===== config.mk =====
export PLATFORM = sky130hd
export DESIGN_NAME = systolic_feeder_4x4
export DESIGN_NICKNAME = d
export VERILOG_FILES = /design/src/rtl/systolic_pkg.sv /design/src/rtl/systolic_feeder_lane.sv /design/src/rtl/systolic_feeder_4x4.sv
export SDC_FILE = /design/constraint.sdc
export NUM_CORES = 1
export LEC_CHECK = 0
export CAP_MARGIN = 20
export CORE_MARGIN = 2
export CORE_UTILIZATION = 30
export CTS_CLUSTER_SIZE = 24
export DETAILED_ROUTE_END_ITERATION = 6
export MAX_ROUTING_LAYER = met4
export PLACE_DENSITY = 0.57
export SYNTH_ARGS = -nofsm -noshare
export SYNTH_HDL_FRONTEND = slang
export SYNTH_SLANG_ARGS = --single-unit

===== constraint.sdc =====
create_clock -name clk -period 9.6 [get_ports clk]
set_input_delay 1.92 -clock clk [delete_from_list [all_inputs] [get_ports clk]]
set_output_delay 1.92 -clock clk [all_outputs]
set_load 0.1 [all_outputs]

===== src/rtl/systolic_pkg.sv =====
// Shared constants and types for the 4x4 systolic array feeder.
// Element width, array size, stream length, FSM states, write selects.
package systolic_pkg;

  localparam int DATA_WIDTH = 8;
  localparam int ARRAY_N    = 4;
  localparam int MEM_DEPTH  = ARRAY_N * ARRAY_N;
  localparam int STREAM_LEN = 3 * ARRAY_N - 2;
  localparam int CNT_W      = 4;

  typedef enum logic [1:0] {
    IDLE,
    STREAM,
    DONE
  } state_t;

  localparam logic SEL_A = 1'b0;
  localparam logic SEL_B = 1'b1;

endpackage


===== src/rtl/systolic_feeder_lane.sv =====
// One skewed feeder lane: registers elems[t-LANE] while in window, else 0.
// Used for both activation rows and weight columns.
module systolic_feeder_lane
  import systolic_pkg::*;
#(
  parameter int DATA_WIDTH = systolic_pkg::DATA_WIDTH,
  parameter int LANE       = 0
) (
  input  logic                               clk,
  input  logic                               rst,
  input  logic                               en,
  input  logic [CNT_W-1:0]                   t,
  input  logic [ARRAY_N-1:0][DATA_WIDTH-1:0] elems,
  output logic [DATA_WIDTH-1:0]              q
);

  logic [CNT_W-1:0] k;
  logic             hit;

  assign k   = t - CNT_W'(LANE);
  assign hit = en
            && (t >= CNT_W'(LANE))
            && (k < CNT_W'(ARRAY_N));

  always_ff @(posedge clk) begin
    if (rst) q <= '0;
    else     q <= hit ? elems[k[1:0]] : '0;
  end

endmodule


===== src/rtl/systolic_feeder_4x4.sv =====
// Matrix store plus skewed A-row / B-column streamer for the 4x4 MAC array.
// FEEDER_PINGPONG_EN: two storage banks, writes always go to the shadow bank.
module systolic_feeder_4x4
  import systolic_pkg::*;
#(
  parameter int DATA_WIDTH = systolic_pkg::DATA_WIDTH,
  parameter int ARRAY_N    = systolic_pkg::ARRAY_N
) (
  input  logic                  clk,
  input  logic                  rst,
  input  logic                  wr_en,
  input  logic                  wr_sel,
  input  logic [3:0]            wr_addr,
  input  logic [DATA_WIDTH-1:0] wr_data,
  input  logic                  start,
  output logic                  busy,
  output logic                  done,
  output logic [DATA_WIDTH-1:0] a_out0,
  output logic [DATA_WIDTH-1:0] a_out1,
  output logic [DATA_WIDTH-1:0] a_out2,
  output logic [DATA_WIDTH-1:0] a_out3,
  output logic [DATA_WIDTH-1:0] b_out0,
  output logic [DATA_WIDTH-1:0] b_out1,
  output logic [DATA_WIDTH-1:0] b_out2,
  output logic [DATA_WIDTH-1:0] b_out3,
  output logic                  we_out
);

  localparam logic [CNT_W-1:0] LAST = CNT_W'(STREAM_LEN - 1);

  state_t           state;
  logic [CNT_W-1:0] t;
  logic [CNT_W-1:0] t_nx;
  logic             go;
  logic             last;
  logic             emit;

  logic [DATA_WIDTH-1:0] rd_a [MEM_DEPTH];
  logic [DATA_WIDTH-1:0] rd_b [MEM_DEPTH];

  assign go   = (state == IDLE) && start;
  assign last = (state == STREAM) && (t == LAST);
  assign emit = go || ((state == STREAM) && !last);
  assign t_nx = go ? '0 : t + 1'b1;

  // Lanes read the post-edge storage so a same-cycle write is streamed.
`ifdef FEEDER_PINGPONG_EN
  logic [DATA_WIDTH-1:0] a_mem [2][MEM_DEPTH];
  logic [DATA_WIDTH-1:0] b_mem [2][MEM_DEPTH];
  logic [DATA_WIDTH-1:0] a_nxt [2][MEM_DEPTH];
  logic [DATA_WIDTH-1:0] b_nxt [2][MEM_DEPTH];
  logic                  bank;
  logic                  bank_d;

  assign bank_d = bank ^ go;

  always_comb begin
    a_nxt = a_mem;
    b_nxt = b_mem;
    if (wr_en) begin
      if (wr_sel == SEL_A) a_nxt[~bank][wr_addr] = wr_data;
      else                 b_nxt[~bank][wr_addr] = wr_data;
    end
    rd_a = a_nxt[bank_d];
    rd_b = b_nxt[bank_d];
  end

  always_ff @(posedge clk) begin
    if (rst) begin
      a_mem <= '{default: '{default: '0}};
      b_mem <= '{default: '{default: '0}};
      bank  <= 1'b0;
    end else begin
      a_mem <= a_nxt;
      b_mem <= b_nxt;
      bank  <= bank_d;
    end
  end
`else
  logic [DATA_WIDTH-1:0] a_mem [MEM_DEPTH];
  logic [DATA_WIDTH-1:0] b_mem [MEM_DEPTH];
  logic [DATA_WIDTH-1:0] a_nxt [MEM_DEPTH];
  logic [DATA_WIDTH-1:0] b_nxt [MEM_DEPTH];

  always_comb begin
    a_nxt = a_mem;
    b_nxt = b_mem;
    if (wr_en && (state != STREAM)) begin
      if (wr_sel == SEL_A) a_nxt[wr_addr] = wr_data;
      else                 b_nxt[wr_addr] = wr_data;
    end
    rd_a = a_nxt;
    rd_b = b_nxt;
  end

  always_ff @(posedge clk) begin
    if (rst) begin
      a_mem <= '{default: '0};
      b_mem <= '{default: '0};
    end else begin
      a_mem <= a_nxt;
      b_mem <= b_nxt;
    end
  end
`endif

  always_ff @(posedge clk) begin
    if (rst) begin
      state  <= IDLE;
      t      <= '0;
      busy   <= 1'b0;
      done   <= 1'b0;
      we_out <= 1'b0;
    end else begin
      unique case (state)
        IDLE: begin
          done <= 1'b0;
          if (start) begin
            state  <= STREAM;
            t      <= '0;
            busy   <= 1'b1;
            we_out <= 1'b1;
          end
        end
        STREAM: begin
          if (t == LAST) begin
            state  <= DONE;
            busy   <= 1'b0;
            we_out <= 1'b0;
            done   <= 1'b1;
          end else begin
            t <= t + 1'b1;
          end
        end
        DONE: begin
          state <= IDLE;
          done  <= 1'b0;
        end
        default: state <= IDLE;
      endcase
    end
  end

  logic [DATA_WIDTH-1:0] a_q [ARRAY_N];
  logic [DATA_WIDTH-1:0] b_q [ARRAY_N];

  for (genvar i = 0; i < ARRAY_N; i++) begin : g_lane
    logic [ARRAY_N-1:0][DATA_WIDTH-1:0] a_row;
    logic [ARRAY_N-1:0][DATA_WIDTH-1:0] b_col;

    for (genvar k = 0; k < ARRAY_N; k++) begin : g_el
      assign a_row[k] = rd_a[i*ARRAY_N+k];
      assign b_col[k] = rd_b[k*ARRAY_N+i];
    end

    systolic_feeder_lane #(
      .DATA_WIDTH(DATA_WIDTH),
      .LANE      (i)
    ) u_a (
      .clk  (clk),
      .rst  (rst),
      .en   (emit),
      .t    (t_nx),
      .elems(a_row),
      .q    (a_q[i])
    );

    systolic_feeder_lane #(
      .DATA_WIDTH(DATA_WIDTH),
      .LANE      (i)
    ) u_b (
      .clk  (clk),
      .rst  (rst),
      .en   (emit),
      .t    (t_nx),
      .elems(b_col),
      .q    (b_q[i])
    );
  end

  assign a_out0 = a_q[0];
  assign a_out1 = a_q[1];
  assign a_out2 = a_q[2];
  assign a_out3 = a_q[3];
  assign b_out0 = b_q[0];
  assign b_out1 = b_q[1];
  assign b_out2 = b_q[2];
  assign b_out3 = b_q[3];

endmodule

==> run metrics <==
status=completed; # clock sinks=328; HP Start=a_mem[115]; Slowest-stage cell, CP=nor3b_2; type of origin of the critical path=input port; Setup TNS=0 ns; DR vias=9686; Setup Skew=0.0196 ns; crit-path cells=clkdlybuf4s50_1 -> nor4bb_1 -> nor3b_2 -> mux2i_1 -> a2111oi_2; GR Overflow Total=0; # port buffers=83; Remaining DRCs=0; most common cell after layout, fill and taps aside=dfxtp_1; share of power burned in the clock network=44.5%; Max-Cap Viols=0; post-cts resize count=0; post-route minimum period=4.81 ns; Min-Delay Path Class=register to register; Comb pwr share=10.0%; Diodes inserted=0; Synth Flop Type=dfxtp_1; core footprint=44000 um2; Mapped Nets=1326; EDFF count, synth=0; total setup buffers inserted after CTS=0; initial antenna violation count=0; Cell Int Power=2.27 mW; Sw Ratio=25.3%; Final Wtd Congestion=0.800; fraction of layout instances using a drive strength above 1=12.4%; Final ANT Viol Nets=0; most frequent cells in the layout=328 x dfxtp_1, 250 x nor2_1, 211 x mux2i_1, 81 x clkdlybuf4s50_1, 49 x a22o_1; sequential area share after synthesis=49.2%; FF-to-FF path depth=8; Detailed Route WL=36100 um; pin count of the biggest net entering global routing=106; Fmax=0.208 GHz; Total GRT Usage=15.9%; worst-path fanout max=11; top-area cell type share of the netlist area=49.2%; Top delay family on crit path=simple AND/OR/NAND/NOR gates; Routed WL per cell=18.4 um; vias per inst=4.94; vias in the first global route=9495; CTS hold repair buffers=0; Worst setup EP type=register; Final HPWL DP=22200 um; switching power=0.770 mW; Mapped Area=13300 um2; count of different cell masters after synthesis=64; total CTS buffers=35; setup violators final=0; CTS tree=built; nets=1365; r2r setup slk=5.51 ns; Rows=77; Initial DRT Pass Iterations=5; global-route wire length before repair=56600 um; flops & latches, synth=328; actual slew at the worst max-slew pin=1.14 ns; final hold viol count=0; post-synthesis cell count=1302; Slew Limit Headroom=23.8%; Clk pin slew, worst setup/hold paths=0.06 ns; RSZ-0062 raised after global routing=false; CTS H-Tree Depth=2; ys async rst share=0%; area leader, netlist=dfxtp_1; fin crit share=50.1%; CP required=10.00 ns; initial core utilization=30.3%; CP Buf/Inv Count=1; fin area=15800 um2; maximum vdd drop=111 uV; root buffer cell=clkbuf_16; Crit. Startpoint=wr_addr[0]; DP Area=14700 um2; Final Slew Violations=0; Die Area=46200 um2; reg-to-reg endpoint=g_lane[3].u_b.q[1]; Synth area leaders=dfxtp_1 49%, mux2i_1 16%, nor2_1 7.0%; Leakage=6.38 nW; Reg power frac=45.5%; crit path DAT=5.21 ns; 1st-iter DRT viols=653; syn avg cell area=10.2 um2; Final Power=3.04 mW; synth warn=0; area delta synth->final=18.7%; worst skew pair latency=0.52 ns; clk buf depth=3; I/O pin count=84; chip width=215 um; critical path type=input port to register; die height=215 um; critical path depth=5; Setup crit end=g_lane[3].u_a.q[3]; Cell Pwr Density=192 nW/um2; reg2reg start=t[0]; Fillers=4455; Worst path max stage delay=1.03 ns
## power by group through the flow
stage                     Sequential [mW]  Combinational, mW  Clock [mW]
after floorplan                      1.46              0.173           0
after global placement               1.41              0.301           0
after detailed placement             1.41              0.304           0
after CTS                            1.38              0.305        1.39
after global routing                 1.38              0.326        1.45
final                                1.38              0.304        1.35
## kinds of logic (layout without fill, tap and decap cells)
kind of cell | Yosys count | count (layout) | synth area share [%]
AOI/OAI and AO/OA | 178 | 178 | 11.0
xor gates and xnor gates | 5 | 5 | 0.328
adders and majority gates | 7 | 7 | 0.656
buffers and inverters | 116 | 181 | 3.65
DFF | 328 | 328 | 49.2
muxes | 258 | 258 | 19.8
and+or+nand+nor | 410 | 410 | 15.3
## worst min path at each step
stage	cells past startpoint	end
after floorplan	2	a_mem[115]
after global placement	2	a_mem[115]
after detailed placement	2	a_mem[115]
after CTS	2	a_mem[115]
after global routing	2	b_mem[22]
final	2	a_mem[115]
## synth_stat cells (all sizes together) (4+ instances only)
cell     instances
nand4            5
nand2           14
a22o            49
nand3b           4
a21oi           29
and3            11
mux2            47
o221ai          12
nor2b           49
nor3            24
a211oi           9
ha               7
clkbuf          85
nor2           250
dfxtp          328
o22a            13
a2111oi         17
nor3b           12
buf             21
mux2i          211
inv              8
o22ai            7
a22oi           25
nand3           14
## area by class of cell
type / instances / area, um2 / area share, %
Clock buffer: 53 / 1070 / 6.78
Clock inverter: 10 / 92.6 / 0.584
Inverter: 10 / 42.5 / 0.269
Multi-Input combinational cell: 858 / 6300 / 39.8
Sequential cell: 328 / 6570 / 41.5
Tap cell: 592 / 741 / 4.68
Timing Repair Buffer: 108 / 1030 / 6.48
## flip-flops by register name (all words and copies together), names as in the netlist
register      cells
state             2
g_lane.u_a.q     32
t                 4
done              1
g_lane.u_b.q     32
b_mem           128
we_out            1
a_mem           128
## per-layer routing
layer	up-vias	part of all wire, %	global-route usage (%)
li1	4671	-	-
met1	4768	48	21.4
met2	210	47	25.5
met3	37	4.2	2.25
met4	0	1.4	3.40
met5	-	0	-
## tightest hold or removal path, cell delays in order, from the launching register on
cell and delay (ns):
dfxtp_1 0.33, a21oi_1 0.06, nor2_1 0.07
## stage by stage
step | setup slack, ns | hold WS, ns | instances | util [%]
2_1_floorplan | 5.07 | 0.449 | 1302 | -
3_3_place_gp | 4.28 | 0.462 | 1892 | 33.2
3_5_place_dp | 4.37 | 0.473 | 1896 | 33.3
4_1_cts | 4.89 | 0.487 | 1959 | 36.0
5_1_grt | 4.71 | 0.504 | 1959 | 36.0
6_report | 4.79 | 0.484 | 1959 | 36.0
Power figures use the tool's default switching activity.
